### config.mk
export PLATFORM = sky130hd
export DESIGN_NAME = tlul_checker_multi
export DESIGN_NICKNAME = d
export VERILOG_FILES = /design/src/rtl/tlul_chk_pkg.sv /design/src/rtl/tlul_pkg.sv /design/src/rtl/tlul_chk_port.sv /design/src/rtl/tlul_checker_multi.sv
export SDC_FILE = /design/constraint.sdc
export NUM_CORES = 1
export LEC_CHECK = 0
export CORE_MARGIN = 10
export CORE_UTILIZATION = 30
export DETAILED_ROUTE_END_ITERATION = 8
export PLACE_DENSITY = 0.58
export SETUP_SLACK_MARGIN = 0.3
export SYNTH_ARGS = -nofsm -noshare
export SYNTH_HDL_FRONTEND = slang
export SYNTH_SLANG_ARGS = --single-unit
### constraint.sdc
create_clock -name clk_i -period 3.7 [get_ports clk_i]
set_input_delay 0.925 -clock clk_i [delete_from_list [all_inputs] [get_ports clk_i]]
set_output_delay 0.925 -clock clk_i [all_outputs]
set_load 0.01 [all_outputs]
### src/rtl/tlul_chk_pkg.sv
// Error codes of the TL-UL protocol checker and the helper that ranks simultaneous violations.
package tlul_chk_pkg;

    typedef enum logic [2:0] {
        ErrNone     = 3'd0,
        ErrAStable  = 3'd1,
        ErrDStable  = 3'd2,
        ErrSrcBusy  = 3'd3,
        ErrNoReq    = 3'd4,
        ErrOpc      = 3'd5,
        ErrOverflow = 3'd6
    } err_e;

    // Lowest code wins when several violations hit in the same cycle.
    function automatic err_e pick_err(logic [6:1] hits);
        err_e code;
        code = ErrNone;
        for (int i = 6; i >= 1; i--) begin
            if (hits[i]) code = err_e'(3'(i));
        end
        return code;
    endfunction

endpackage

### src/rtl/tlul_pkg.sv
// Minimal TileLink-UL channel definitions shared by the bus checker and its users.
package tlul_pkg;

    localparam int TL_AW  = 32;
    localparam int TL_DW  = 32;
    localparam int TL_AIW = 8;
    localparam int TL_DIW = 1;
    localparam int TL_SZW = 2;
    localparam int TL_DBW = TL_DW / 8;

    typedef enum logic [2:0] {
        PutFullData    = 3'h0,
        PutPartialData = 3'h1,
        Get            = 3'h4
    } tl_a_op_e;

    typedef enum logic [2:0] {
        AccessAck     = 3'h0,
        AccessAckData = 3'h1
    } tl_d_op_e;

    typedef struct packed {
        logic              a_valid;
        tl_a_op_e          a_opcode;
        logic [2:0]        a_param;
        logic [TL_SZW-1:0] a_size;
        logic [TL_AIW-1:0] a_source;
        logic [TL_AW-1:0]  a_address;
        logic [TL_DBW-1:0] a_mask;
        logic [TL_DW-1:0]  a_data;
        logic              d_ready;
    } tl_h2d_t;

    typedef struct packed {
        logic              d_valid;
        tl_d_op_e          d_opcode;
        logic [2:0]        d_param;
        logic [TL_SZW-1:0] d_size;
        logic [TL_AIW-1:0] d_source;
        logic [TL_DIW-1:0] d_sink;
        logic [TL_DW-1:0]  d_data;
        logic              d_error;
        logic              a_ready;
    } tl_d2h_t;

endpackage

### src/rtl/tlul_chk_port.sv
// Single-port TL-UL monitor: pending-source table, channel stability history,
// outstanding/request counters and sticky first-error capture.
module tlul_chk_port
    import tlul_pkg::*;
    import tlul_chk_pkg::*;
#(
    parameter int SrcW   = 3,
    parameter int MaxOut = 4,
    parameter int CntW   = 16
) (
    input  logic                         clk_i,
    input  logic                         rst_ni,
    input  tl_h2d_t                      h2d,
    input  tl_d2h_t                      d2h,
    input  logic                         en_i,
    input  logic                         clear_i,
    output logic                         err_o,
    output logic                         err_next_o,
    output err_e                         err_code_o,
    output logic [$clog2(MaxOut+1)-1:0]  outstanding_o,
    output logic [CntW-1:0]              req_cnt_o
);

    localparam int Entries = 2 ** SrcW;
    localparam int OutW    = $clog2(MaxOut + 1);
    localparam logic [OutW-1:0] MaxOutV = OutW'(MaxOut);

    typedef struct packed {
        tl_a_op_e          op;
        logic [TL_SZW-1:0] size;
        logic [TL_AIW-1:0] source;
        logic [TL_AW-1:0]  address;
        logic [TL_DBW-1:0] mask;
        logic [TL_DW-1:0]  data;
    } a_hist_t;

    typedef struct packed {
        tl_d_op_e          op;
        logic [TL_SZW-1:0] size;
        logic [TL_AIW-1:0] source;
        logic              error;
        logic [TL_DW-1:0]  data;
    } d_hist_t;

    logic [Entries-1:0] valid_q, valid_d, is_get_q, is_get_d, valid_ret;
    logic               a_wait_q, a_wait_d, d_wait_q, d_wait_d;
    a_hist_t            a_hist_q, a_hist_d, a_now;
    d_hist_t            d_hist_q, d_hist_d, d_now;
    logic [OutW-1:0]    out_q, out_d;
    logic [CntW-1:0]    cnt_q, cnt_d;
    logic               err_q, err_d;
    err_e               code_q, code_d, code_now;

    logic               a_acc, d_acc, retire, full, allocate;
    logic [SrcW-1:0]    a_idx, d_idx;
    logic [6:1]         hits;
    tl_d_op_e           want_op;

    assign a_now = '{op: h2d.a_opcode, size: h2d.a_size, source: h2d.a_source,
                     address: h2d.a_address, mask: h2d.a_mask, data: h2d.a_data};
    assign d_now = '{op: d2h.d_opcode, size: d2h.d_size, source: d2h.d_source,
                     error: d2h.d_error, data: d2h.d_data};

    assign a_acc  = h2d.a_valid & d2h.a_ready;
    assign d_acc  = d2h.d_valid & h2d.d_ready;
    assign a_idx  = h2d.a_source[SrcW-1:0];
    assign d_idx  = d2h.d_source[SrcW-1:0];
    assign retire = d_acc & valid_q[d_idx];
    assign full   = (out_q == MaxOutV) & ~retire;

    // The response retires first so a same-cycle request may reuse its source.
    always_comb begin
        valid_ret = valid_q;
        if (retire) valid_ret[d_idx] = 1'b0;
    end

    // An overflowing or colliding request is flagged but never enters the table,
    // which keeps the outstanding count equal to the number of live entries.
    assign allocate = a_acc & ~valid_ret[a_idx] & ~full;
    assign want_op  = is_get_q[d_idx] ? AccessAckData : AccessAck;

    always_comb begin
        hits[1] = a_wait_q & (~h2d.a_valid | (a_now != a_hist_q));
        hits[2] = d_wait_q & (~d2h.d_valid | (d_now != d_hist_q));
        hits[3] = a_acc & valid_ret[a_idx];
        hits[4] = d_acc & ~valid_q[d_idx];
        hits[5] = retire & (d2h.d_opcode != want_op);
        hits[6] = a_acc & full;
    end

    assign code_now = pick_err(hits);

    always_comb begin
        valid_d  = valid_ret;
        is_get_d = is_get_q;
        if (allocate) begin
            valid_d[a_idx]  = 1'b1;
            is_get_d[a_idx] = (h2d.a_opcode == Get);
        end

        unique case ({allocate, retire})
            2'b10:   out_d = out_q + 1'b1;
            2'b01:   out_d = out_q - 1'b1;
            default: out_d = out_q;
        endcase

        cnt_d    = (a_acc && (cnt_q != '1)) ? cnt_q + 1'b1 : cnt_q;
        a_wait_d = h2d.a_valid & ~d2h.a_ready;
        d_wait_d = d2h.d_valid & ~h2d.d_ready;
        a_hist_d = a_now;
        d_hist_d = d_now;

        err_d  = err_q;
        code_d = code_q;
        if (clear_i) begin
            err_d  = 1'b0;
            code_d = ErrNone;
        end else if (en_i && !err_q && (code_now != ErrNone)) begin
            err_d  = 1'b1;
            code_d = code_now;
        end
    end

    always_ff @(posedge clk_i or negedge rst_ni) begin
        if (!rst_ni) begin
            valid_q  <= '0;
            is_get_q <= '0;
            a_wait_q <= 1'b0;
            d_wait_q <= 1'b0;
            a_hist_q <= '0;
            d_hist_q <= '0;
            out_q    <= '0;
            cnt_q    <= '0;
            err_q    <= 1'b0;
            code_q   <= ErrNone;
        end else begin
            valid_q  <= valid_d;
            is_get_q <= is_get_d;
            a_wait_q <= a_wait_d;
            d_wait_q <= d_wait_d;
            a_hist_q <= a_hist_d;
            d_hist_q <= d_hist_d;
            out_q    <= out_d;
            cnt_q    <= cnt_d;
            err_q    <= err_d;
            code_q   <= code_d;
        end
    end

    assign err_o         = err_q;
    assign err_next_o    = err_d;
    assign err_code_o    = code_q;
    assign outstanding_o = out_q;
    assign req_cnt_o     = cnt_q;

endmodule

### src/rtl/tlul_checker_multi.sv
// N-port TL-UL protocol checker: per-port monitors plus the interrupt reduction
// and the registered record of which port failed first.
module tlul_checker_multi
    import tlul_pkg::*;
    import tlul_chk_pkg::*;
#(
    parameter int N      = 2,
    parameter int SrcW   = 3,
    parameter int MaxOut = 4,
    parameter int CntW   = 16
) (
    input  logic                                   clk_i,
    input  logic                                   rst_ni,
    input  tl_h2d_t [N-1:0]                        h2d,
    input  tl_d2h_t [N-1:0]                        d2h,
    input  logic [N-1:0]                           en_i,
    input  logic                                   clear_i,
    output logic [N-1:0]                           err_o,
    output err_e [N-1:0]                           err_code_o,
    output logic                                   err_any_o,
    output logic [((N > 1) ? $clog2(N) : 1)-1:0]   first_port_o,
    output logic [N-1:0][$clog2(MaxOut+1)-1:0]     outstanding_o,
    output logic [N-1:0][CntW-1:0]                 req_cnt_o
);

    localparam int FpW = (N > 1) ? $clog2(N) : 1;

    logic [N-1:0]   err_next;
    logic           any_q, any_d;
    logic [FpW-1:0] first_q, first_d, first_hit;

    for (genvar gi = 0; gi < N; gi++) begin : g_port
        tlul_chk_port #(
            .SrcW   (SrcW),
            .MaxOut (MaxOut),
            .CntW   (CntW)
        ) u_port (
            .clk_i         (clk_i),
            .rst_ni        (rst_ni),
            .h2d           (h2d[gi]),
            .d2h           (d2h[gi]),
            .en_i          (en_i[gi]),
            .clear_i       (clear_i),
            .err_o         (err_o[gi]),
            .err_next_o    (err_next[gi]),
            .err_code_o    (err_code_o[gi]),
            .outstanding_o (outstanding_o[gi]),
            .req_cnt_o     (req_cnt_o[gi])
        );
    end

    // Looking at next-state flags lets first_port_o land in the same cycle as err_o.
    always_comb begin
        first_hit = '0;
        for (int i = N - 1; i >= 0; i--) begin
            if (err_next[i]) first_hit = FpW'(i);
        end
        any_d   = |err_next;
        first_d = first_q;
        if (clear_i) begin
            first_d = '0;
        end else if (!any_q && any_d) begin
            first_d = first_hit;
        end
    end

    always_ff @(posedge clk_i or negedge rst_ni) begin
        if (!rst_ni) begin
            any_q   <= 1'b0;
            first_q <= '0;
        end else begin
            any_q   <= any_d;
            first_q <= first_d;
        end
    end

    assign err_any_o    = any_q;
    assign first_port_o = first_q;

endmodule

**Word level (Yosys, flattened, before mapping)**

Index checks and enable logic that the tools add are counted.

- Bitwise logic cells: 54
- Order comparisons: 8
- Add/sub/neg operators: 6
- Eq/ne operators: 16
- Muxes and demuxes: 54
- Reduce and logical (&&, ||, !) cells: 22

Operators with widths:

| cell | count |
|---|---|
| != test 81 bit | 2 |
| != test 46 bit | 2 |
| 2-to-1 mux 3 bit | 16 |
| adder 16 x 1 -> 16 bit (second input constant) | 2 |
| 2-to-1 mux 8 bit | 4 |
| != test 16 bit (second input constant) | 2 |
| bitwise AND 1 bit | 28 |
| 2-to-1 mux 1 bit | 20 |
| binary-select mux 1 bit (select 3 bit) | 6 |
| bitwise AND 8 bit | 2 |
| bitwise mux 8 bit | 2 |
| < comparator 3 x 4 -> 1 bit (second input constant) | 4 |
| inverter 1 bit | 16 |
| inverter 8 bit | 2 |
| OR 8 bit | 2 |
| demux 1 bit (select 3 bit) | 4 |
| == test 3 bit (second input constant) | 4 |
| greater-or-equal comparator 3 x 1 -> 1 bit (second input constant) | 4 |
| one-hot mux 3 bit (2 select lines) | 2 |
| logical AND 1 bit | 11 |
| nonzero test 2 bit | 5 |
| adder 3 x 1 -> 3 bit (second input constant) | 2 |
| != test 3 bit | 2 |
| nonzero test 3 bit | 2 |
| other kinds (6) | 14 |

- Flip-flop bits (word level): 338
- Input bits: 281
- Output and inout port bits: 48
- Logic and storage cells: 200

**Depth between registers and ports, before layout**

- Depth after elaboration: 21
- Depth in mapped cells: 13
- Gate-level depth less buffers: 12

**Modules after synthesis**

From an unflattened synthesis, not the netlist that was laid out.

- Cells, all modules: 1,125
- Area, all modules: 14,068.5 um^2

By module, submodules not included:

| module | sequential area each (um^2) | instances | area an instance (um^2) | cells an instance |
|---|---|---|---|---|
| tlul_chk_port (g_port[1].u_port) | 4,204.0 | 1 | 6,993.0 | 560 |
| tlul_chk_port (g_port[0].u_port) | 4,204.0 | 1 | 6,990.5 | 558 |
| tlul_checker_multi | 50.0 | 1 | 85.1 | 7 |

**Worst setup path after synthesis**

Ideal clock, no wire load.

- Kind: input port to flip-flop
- Start: input d2h[35] (netlist bit)
- End: register g_port[0].u_port.out_q[2]
- Stages on the path: 13
- Arrival time: 3.390 ns
- Setup time: 0.079 ns
- Setup slack: 0.230 ns
- Data required time: 3.621 ns
- Cells stage by stage: mux2_1 mux4_2 and2b_1 buf_4 a31oi_1 a311oi_2 o2111ai_1 ha_1 inv_1 fa_1 xor2_1 nor2_1 xor2_1

- Word-level cells in the longest chain between the ends: 14

RTL lines:

| item | line | text |
|---|---|---|
| start: declaration | tlul_checker_multi.sv:15 | `input tl_d2h_t [N-1:0] d2h,` |
| < comparator 3 x 4 -> 1 bit (implied by the code) or greater-or-equal comparator 3 x 1 -> 1 bit (tied branches) | tlul_chk_port.sv:74 | `if (retire) valid_ret[d_idx] = 1'b0;` |
| logical AND 1 bit (implied by the code) | tlul_chk_port.sv:74 |  |
| 2-to-1 mux 1 bit (implied by the code) | tlul_chk_port.sv:74 |  |
| demux 1 bit (select 3 bit) | - |  |
| inverter 8 bit (no source line) | - |  |
| bitwise AND 8 bit (no source line) | - |  |
| 2-to-1 mux 8 bit | tlul_chk_port.sv:74 |  |
| binary-select mux 1 bit (select 3 bit) | tlul_chk_port.sv:79 | `assign allocate = a_acc & ~valid_ret[a_idx] & ~full;` |
| 2-to-1 mux 1 bit (implied by the code) | tlul_chk_port.sv:79 |  |
| inverter 1 bit | tlul_chk_port.sv:79 |  |
| bitwise AND 1 bit (2 in series) | tlul_chk_port.sv:79 |  |
| == test 2 x 1 -> 1 bit or == test 2 bit (tied branches) | tlul_chk_port.sv:101 | `unique case ({allocate, retire})` |
| one-hot mux 3 bit (2 select lines) or nonzero test 2 bit (tied branches) | - |  |
| end signal: assignment | tlul_chk_port.sv:143 | `out_q <= out_d;` |
| end: declaration | tlul_chk_port.sv:49 | `logic [OutW-1:0] out_q, out_d;` |

Several ways; a longest one is shown, not always the timed one. The select of a mux whose other input is x is not followed.
A chain may end at the register's enable or synchronous reset.

**Final worst setup path**

- Start: input d2h[37] (netlist bit)
- End: register g_port[0].u_port.is_get_q[4]

- Word-level cells in the longest chain between the ends: 12

RTL lines:

| item | line | text |
|---|---|---|
| < comparator 3 x 4 -> 1 bit (implied by the code) or greater-or-equal comparator 3 x 1 -> 1 bit (tied branches) | tlul_chk_port.sv:74 |  |
| logical AND 1 bit (implied by the code) | tlul_chk_port.sv:74 |  |
| 2-to-1 mux 1 bit (implied by the code) | tlul_chk_port.sv:74 |  |
| demux 1 bit (select 3 bit) | - |  |
| inverter 8 bit (no source line) | - |  |
| bitwise AND 8 bit (no source line) | - |  |
| 2-to-1 mux 8 bit | tlul_chk_port.sv:74 |  |
| binary-select mux 1 bit (select 3 bit) | tlul_chk_port.sv:79 |  |
| 2-to-1 mux 1 bit (implied by the code) | tlul_chk_port.sv:79 |  |
| inverter 1 bit | tlul_chk_port.sv:79 |  |
| bitwise AND 1 bit | tlul_chk_port.sv:79 |  |
| bitwise AND 1 bit * | tlul_chk_port.sv:79 |  |
| end signal: assignment | tlul_chk_port.sv:138 | `is_get_q <= is_get_d;` |
| end: declaration | tlul_chk_port.sv:45 | `logic [Entries-1:0] valid_q, valid_d, is_get_q, is_get_d, valid_ret;` |

Every way passes the cells marked *; elsewhere a longest branch is shown, timed or not. The select of a mux whose other input is x is not followed.

==> flow_summary_export.csv <==
group,metric,value,unit
clock_tree,cts.path.max_buffers,3,
clock_tree,cts-root-buf,"clkbuf_16",
synthesis,synth_fp_nets,1384,
clock_tree,cts_tree,"done",
floorplanning,initial_core_util,0.304,
global_routing,grt_overflow,0,
finish,area_growth,41.9,%
detailed_routing,via_count,9701,
placement,numPortBuffers,314,
run,drv_cap,0,
placement,gp_congestion,0.837,
global_routing,grt_pass1_vias,10629,
setup_path,worst_ep_required_time,4.12,ns
clock_tree,clk_latency,0.55,ns
synthesis,synth.ff_latch_count,338,
sta,tightest_slew,0.696,ns
detailed_routing,drtIter0Drc,397,
clock_tree,cts_made_buffers,40,
synthesis,async_reset_ff_frac,1.00,
clock_tree,cts.sinks,338,
synthesis,synth_area_per_cell,12.6,µm²
sta,drv_slew,0,
sta,skew,0.00961,ns
clock_tree,ctsHoldBuffers,0,
global_routing,track_usage,0.137,
placement,dp_hpwl,29900,µm
detailed_routing,vias_per_cell,4.52,
setup_path,startpoint_type,"primary input",
sta,period_share,0.876,
synthesis,synth_flop_cell,"dfrtp_1",
placement,placedCellCount,2075,
setup_path,critPathArrivalTime,3.67,ns
power,p_per_area,493,nW/µm²
setup_path,path_class,"in -> reg",
synthesis,synth.most_common_cell,"dfrtp_1",
synthesis,synth-seq-area-share,0.612,
finish,fillerInstances,4305,
detailed_routing,drt_first_pass_iters,4,
worst_hold_path,hold_path.class,"in -> async",
finish,utilization,0.431,
detailed_routing,ant_nets,0,
sta,slew-limit-headroom,0.536,
finish,fin_nets,1805,
synthesis,syn_area,13800,µm²
synthesis,synth.distinct_cells,72,
setup_path,crit_fanout,7,
finish,stdcell_count,2148,
synthesis,synthTopCellsByCount,"dfrtp_1 (338), xor2_1 (119), xnor2_1 (115)",
sta,fin_hold_ws,0.407,ns
sta,rsz0062_at_grt,"yes",
floorplanning,die_w,235,µm
detailed_routing,wl,38000,µm
power,peakVddDrop,0.394,mV
power,leakage,8.31,nW
detailed_routing,drcViolationCount,0,
setup_path,end_kind,"flip-flop",
global_routing,grt_pass1_wl,59100,µm
setup_path,reg2reg_depth,12,
sta,min_period,3.24,ns
global_routing,grt_max_degree,83,
floorplanning,die_area,55000,µm²
synthesis,synth_edf_count,0,
clock_tree,clk_pin_slew,0.05,ns
finish,ff_latch_area,8460,µm²
sta,hold_violations,0,
global_routing,antenna_found_initial,9,
synthesis,synth.area.top_cells,"dfrtp_1 (61%), xor2_1 (7.5%), xnor2_1 (7.3%), inv_1 (1.9%), nand4_1 (1.9%)",
sta,clock.fmax,308,MHz
floorplanning,core.rowCount,78,
detailed_routing,routedWlPerCell,17.7,µm
synthesis,syn_inst,1097,
synthesis,synth.top_cell.area_share,0.612,
finish,drive_gt1_frac,0.112,
outcome,outcome,"complete, no violations",
floorplanning,io_pins,329,
synthesis,synth_top_area_cell,"dfrtp_1",
synthesis,yosys_warnings,0,
clock_tree,cts_htree_levels,2,
sta,setup_viol,0,
floorplanning,fp.dieH,235,µm
floorplanning,core,45500,µm²
finish,multi_input_area,5080,µm²
setup_path,rrSetupSlack,0.64,ns
path summary, 6_finish.rpt:
| path | start | end |
|---|---|---|
| min in group clk_i | g_port[1].u_port.is_get_q[0] | g_port[1].u_port.is_get_q[0] |
| worst max register to register | g_port[0].u_port.valid_q[1] | g_port[0].u_port.outstanding_o[2] |
| max in group asynchronous | rst_ni | g_port[1].u_port.req_cnt_o[1] |
| worst max-delay path | d2h[37] | g_port[0].u_port.is_get_q[4] |
| worst min-delay path | rst_ni | g_port[0].u_port.a_hist_q[12] |
| worst min register to register | g_port[1].u_port.is_get_q[0] | g_port[1].u_port.is_get_q[0] |
report_power, final:
group,internal (mW),switching (mW),total [mW]
sequential,4.05,0.261,4.31
combinational,0.940,0.736,1.68
clock,2.19,1.48,3.67
total,7.18,2.48,9.66
metrics by stage:
step	power, mW	setup slack, ns	TNS (ns)	cell area [µm²]
after floorplan	5.07	0.291	0	13800
after global placement	6.03	-0.512	-5.83	18300
after detailed placement	6.06	-0.561	-7.49	18300
after CTS	9.85	0.308	0	19500
after global routing	10.2	0.264	0	19600
final	9.66	0.458	0	19600
layer usage:
layer / share of wire / track usage / vias to the layer above
met2: 0.48 / 0.227 / 258
met1: 0.41 / 0.162 / 4694
met5: 0.0018 / 0 / -
met4: 0.023 / 0.0437 / 12
met3: 0.087 / 0.0523 / 68
li1: - / - / 4669
timing repair:
| item | in CTS | in global routing |
|---|---|---|
| gates resized for setup | 3 | 15 |
| setup buffers | 0 | 1 |
| setup endpoints to repair | 12 | 22 |
| pin swaps | 0 | 6 |
cell type report:
cell class              count  area share
clock inverters             4     0.00121
repair buffers            397       0.195
flip-flops and latches    338       0.432
inverters                  70      0.0134
diodes                      3    0.000383
clock buffers              65      0.0611
multi-input cells         671       0.259
well taps                 600      0.0383
registers in the layout (all words and copies together), names as in the netlist, 6 cells and up:
signal,cells
g_port.u_port.err_code_o,6
g_port.u_port.outstanding_o,6
g_port.u_port.is_get_q,16
g_port.u_port.d_hist_q,92
g_port.u_port.valid_q,16
g_port.u_port.a_hist_q,162
g_port.u_port.req_cnt_o,32
cells in the final DEF, fill, tap and decap left out, types with 20 or more instances in the layout:
master and instances:
nand2_1 39, buf_4 80, nor2_1 37, clkdlybuf4s50_1 309
o21ai_0 20, nand4_1 42, clkbuf_16 41, dfrtp_1 338
nand2b_1 27, xor2_1 119, inv_1 70, xnor2_1 115
nor4_1 31
cells by family (layout without fill, tap and decap cells):
| group | count (synthesis) | count (layout) | synth area share |
|---|---|---|---|
| AO/OA/AOI/OAI | 133 | 133 | 0.0720 |
| XOR/XNOR | 234 | 234 | 0.148 |
| adder cells (fa/ha/maj) | 6 | 6 | 0.00652 |
| buffers and inverters | 88 | 536 | 0.0255 |
| flip-flops | 338 | 338 | 0.612 |
| multiplexers | 35 | 35 | 0.0303 |
| other | 0 | 3 | 0 |
| AND/OR/NAND/NOR | 263 | 263 | 0.105 |
worst max-delay path, stage by stage:
cell             delay, ns
clkdlybuf4s50_1       0.51
buf_4                 0.21
buf_4                 0.15
nor2b_1               0.23
nand3_2               0.13
a311oi_2              0.35
o2111ai_1             0.21
buf_4                 0.17
or2_1                 0.28
nor3_2                0.18
mux2_1                0.33
Note: power is estimated with default switching activity, not from simulation.
==> RTL edit 1 (same settings) <==
`SrcW` is set to 3 in 2 places; all go to 4.
--- a/src/rtl/tlul_chk_port.sv
+++ b/src/rtl/tlul_chk_port.sv
@@ -5,5 +5,5 @@
     import tlul_chk_pkg::*;
 #(
-    parameter int SrcW   = 3,
+    parameter int SrcW   = 4,
     parameter int MaxOut = 4,
     parameter int CntW   = 16
--- a/src/rtl/tlul_checker_multi.sv
+++ b/src/rtl/tlul_checker_multi.sv
@@ -6,5 +6,5 @@
 #(
     parameter int N      = 2,
-    parameter int SrcW   = 3,
+    parameter int SrcW   = 4,
     parameter int MaxOut = 4,
     parameter int CntW   = 16
Formal check against the unedited RTL: not equivalent (Yosys sat finds a counterexample within 4 cycles, from zero or initial values and one cycle with rst_ni low).
==> RTL edit 1 against the unedited design <==
Routed wire length grew 28%. Sequential cell count increased by 32. Hold slack worse by 120 ps. Worst setup slack worse by 72 ps. Final area is 16% higher. Synthesized cell count rose by 20%. Area after synthesis grew 18%. Sequential share of layout area decreased by 2.5 points. Total power is 17% higher. Critical path type unchanged. Critical endpoint is now err_any_o$_DFF_PN0_. Largest cell class unchanged.
==> RTL edit 1: results (changes against the unedited design) <==
* Starting DRC count in detailed routing at 584 (+47%)
* Layout Skew at 18.0 ps (+8.36 ps)
* Number of antenna violations at the first check in global routing at 4 (-5)
* Count of multi-input gates at 839 (+25%)
* Share of synthesized cell area in full adder, half adder and majority cells at 0.00552 (-0.00101)
* Register-to-register setup slack at 960 ps (+320 ps)
* Count of non-CTS inverters in the layout at 73 (+4.3%)
* Aggregate global-route resource usage at 0.151 (+0.0139)
* Compound-cell area share of the yosys netlist at 0.0804 (+0.00836)
* Mean number of vias per cell at 4.76 (+5.5%)
* Fraction of met1 tracks used by global routing at 0.198 (+0.0360)
* FILL cells at 5059 (+18%)
* Post-synthesis xor/xnor area fraction at 0.121 (-0.0272)
* Weighted congestion at the end of routability-driven global placement at 0.906 (+8.2%)
* Static leakage at 9.69 nW (+17%)
* Cell with the largest stage delay on the worst path: sky130_fd_sc_hd__mux4_2
* Mux cell area share after synthesis at 0.0713 (+0.0411)
* Critical path peak fanout at 16 (+9)
* Via count of the first global-routing pass at 13011 (+22%)
* Peak supply drop at 0.347 mV (-12%)
* Synth top cells by count: sky130_fd_sc_hd__dfrtp_1 (370), sky130_fd_sc_hd__xnor2_1 (124), sky130_fd_sc_hd__xor2_1 (102), sky130_fd_sc_hd__inv_1 (73), sky130_fd_sc_hd__nand2_1 (57)
* Mean routed wirelength per cell at 19.4 um (+9.9%)
* Area enclosed by the die boundary at 64200 um^2 (+17%)
* Seq area share at 0.406 (-0.0255)
* Arrival time reported for the critical path endpoint at 3740 ps (+70 ps)
* Post-synth net total at 1604 (+16%)
* Leading cell types by total area after synthesis: sky130_fd_sc_hd__dfrtp_1 (57%), sky130_fd_sc_hd__xnor2_1 (6.7%), sky130_fd_sc_hd__xor2_1 (5.5%)
* Number of buffers outside the clock class in the layout at 437 (+10%)
* Instance area at placement at 21200 um^2 (+16%)
* Result of the run: completed
* Post-CTS resize count at 0 (-3)
* Count of cell types in the netlist at 89 (+24%)
* Cell depth of the worst flop-to-flop path at 7 (-5)
-- RTL edit 1: cell types whose count changed after synthesis, moves of 11 or more --
cell	unedited run	this run
sky130_fd_sc_hd__o22ai_1	11	23
sky130_fd_sc_hd__nor2b_1	16	27
sky130_fd_sc_hd__mux2_2	8	25
sky130_fd_sc_hd__nand3_1	20	32
sky130_fd_sc_hd__nor2_1	37	48
sky130_fd_sc_hd__mux4_2	3	22
sky130_fd_sc_hd__xor2_1	119	102
sky130_fd_sc_hd__dfrtp_1	338	370
sky130_fd_sc_hd__mux2i_1	8	20
sky130_fd_sc_hd__nand2b_1	27	38
sky130_fd_sc_hd__nand2_1	40	57
sky130_fd_sc_hd__o21ai_0	20	38
-- RTL edit 1: worst register-to-register path, cell delays in order (launching register included) --
cell and delay (ps):
sky130_fd_sc_hd__dfrtp_1 410, sky130_fd_sc_hd__mux4_2 480, sky130_fd_sc_hd__a221o_1 400, sky130_fd_sc_hd__a211oi_4 400
sky130_fd_sc_hd__nand4b_2 130, sky130_fd_sc_hd__buf_4 210, sky130_fd_sc_hd__nor3_1 220, sky130_fd_sc_hd__mux2_2 360
-- RTL edit 1: stage by stage --
step / utilization / cells / hold slack, ps / setup slack [ps] / total power, W
after floorplan: - / 1317 / 452 / 375 / 0.00583
after global placement: 0.393 / 2411 / 463 / -277 / 0.00694
after detailed placement: 0.393 / 2411 / 475 / -283 / 0.00697
after CTS: 0.420 / 2491 / 284 / 331 / 0.0115
after global routing: 0.424 / 2498 / 306 / 270 / 0.0119
final: 0.424 / 2498 / 292 / 386 / 0.0113
==> RTL edit 2 (config.mk and constraints unchanged) <==
Without the edit above. Register the output `req_cnt_o`, cleared by the reset; this adds one clock of latency there. The other outputs are not delayed to match.
--- a/src/rtl/tlul_checker_multi.sv
+++ b/src/rtl/tlul_checker_multi.sv
@@ -26,4 +26,6 @@
     localparam int FpW = (N > 1) ? $clog2(N) : 1;
 
+    logic [N-1:0][CntW-1:0] req_cnt_d;
+
     logic [N-1:0]   err_next;
     logic           any_q, any_d;
@@ -46,5 +48,5 @@
             .err_code_o    (err_code_o[gi]),
             .outstanding_o (outstanding_o[gi]),
-            .req_cnt_o     (req_cnt_o[gi])
+            .req_cnt_o     (req_cnt_d[gi])
         );
     end
@@ -78,4 +80,12 @@
     assign first_port_o = first_q;
 
+    always_ff @(posedge clk_i or negedge rst_ni) begin
+        if (!rst_ni) begin
+            req_cnt_o <= '0;
+        end else begin
+            req_cnt_o <= req_cnt_d;
+        end
+    end
+
 endmodule
 
Check against the original RTL: not equivalent (Yosys sat finds a counterexample within 4 cycles, from zero or initial values and one cycle with rst_ni low).
==> RTL edit 2 against the unedited design <==
Cell count rose by 2.6%. Final area increased by 5.5%. Total power up 9.6%. Synthesized cell count up 2.9%. Largest power group unchanged. Area after synthesis is 5.8% higher. Routed wire length grew 2.3%. Sequential cell count increased by 32. Worst setup slack lost 140 ps.
==> RTL edit 2: results (changes against the unedited design) <==
* Peak supply drop at 0.348 mV (-12%)
* Final clock-cell share at 0.0673 (+0.00501)
* Compound-cell area share of the yosys netlist at 0.0681 (-0.00395)
* FILL cells at 4524 (+5.1%)
* Mean routed wirelength per cell at 17.6 um (-0.29%)
* Multi-input gate share of total cell area at 0.246 (-0.0129)
* Area Overhead vs Synth at 41.4%
* FF+latch count, synth at 370 (+9.5%)
* R2R Path Start: g_port[0].u_port.valid_q[7]$_DFF_PN0_
* Via count at 9991 (+3.0%)
* Post-synth net total at 1416 (+2.3%)
* Share of synthesized cell area in full adder, half adder and majority cells at 0.00616 (-0.000357)
* Switching Fraction at 0.252 (-0.00395)
* Origin of the worst setup path: d2h[35]
* Starting DRC count in detailed routing at 412 (+3.8%)
* Share of final-layout standard cells stronger than drive strength 1 at 0.120 (+0.00823)
* Worst slew slack as a fraction of its limit at 0.597 (+0.0610)
* Register area share after synthesis at 0.634 (+0.0212)
* Aggregate global-route resource usage at 0.134 (-0.00282)
* Synth top cells by count: sky130_fd_sc_hd__dfrtp_1 (370), sky130_fd_sc_hd__xor2_1 (119), sky130_fd_sc_hd__xnor2_1 (115), sky130_fd_sc_hd__inv_1 (70), sky130_fd_sc_hd__nand4_1 (42)
* Net total in the final layout at 1844 (+2.2%)
* Result of the run: completed
* Cell with the largest stage delay on the worst path: sky130_fd_sc_hd__mux4_2
* Number of buffers outside the clock class in the layout at 403 (+1.5%)
* Count of placed standard cells including taps at 2128 (+2.6%)
* Mean number of vias per cell at 4.53 (+0.37%)
* First-pass GRT wire length at 61300 um (+3.7%)
* Arrival time reported for the critical path endpoint at 3860 ps (+190 ps)
* Post-Place Setup Slack at -650 ps (-89.6 ps)
* Sequential Area at 9260 um^2 (+9.5%)
* Mux cell area share after synthesis at 0.0286 (-0.00166)
* Post-DP HPWL at 30100 um (+0.67%)
* Leading cell types by total area after synthesis: sky130_fd_sc_hd__dfrtp_1 (63%), sky130_fd_sc_hd__xor2_1 (7.1%), sky130_fd_sc_hd__xnor2_1 (6.9%)
* Post-CTS resize count at 7 (+4)
* Synth Warn # at 0 (unchanged)
* Via count of the first global-routing pass at 10979 (+3.3%)
* Weighted congestion at the end of routability-driven global placement at 0.828 (-1.0%)
* Number of antenna violations at the first check in global routing at 2 (-7)
* Static leakage at 8.86 nW (+6.6%)
* Number of clock buffers inserted by TritonCTS at 41 (+2.5%)
* Psw at 0.00267 W (+7.9%)
* Pin count of the biggest net entering global routing at 71 (-14%)
* Sequential fraction of design power at 0.447 (about the same)
* Power share of the clock group at 0.392 (+0.012)
* Post-synthesis xor/xnor area fraction at 0.140 (-0.00813)
[RTL edit 2: cell types whose count changed after synthesis]
cell                      unedited run  this run
sky130_fd_sc_hd__dfrtp_1           338       370
[RTL edit 2: metal layers]
layer  share of wire  track usage  vias up
met5         0.00064            0        -
met4           0.021       0.0420        4
met3           0.081       0.0496       57
met2            0.48        0.221      254
met1            0.42        0.160     4888
li1                -            -     4788
[RTL edit 2: final timing paths]
path	to	cells past startpoint	slack, ps
min in group clk_i	req_cnt_o[17]$_DFF_PN0_	0	430
worst max-delay path	g_port[0].u_port.outstanding_o[2]$_DFFE_PN0P_	13	320
max in group asynchronous	g_port[0].u_port.d_hist_q[39]$_DFF_PN0_	2	2560
worst max register to register	g_port[0].u_port.outstanding_o[2]$_DFFE_PN0P_	12	600
worst min register to register	req_cnt_o[17]$_DFF_PN0_	0	430
worst min-delay path	g_port[0].u_port.a_hist_q[27]$_DFF_PN0_	1	370
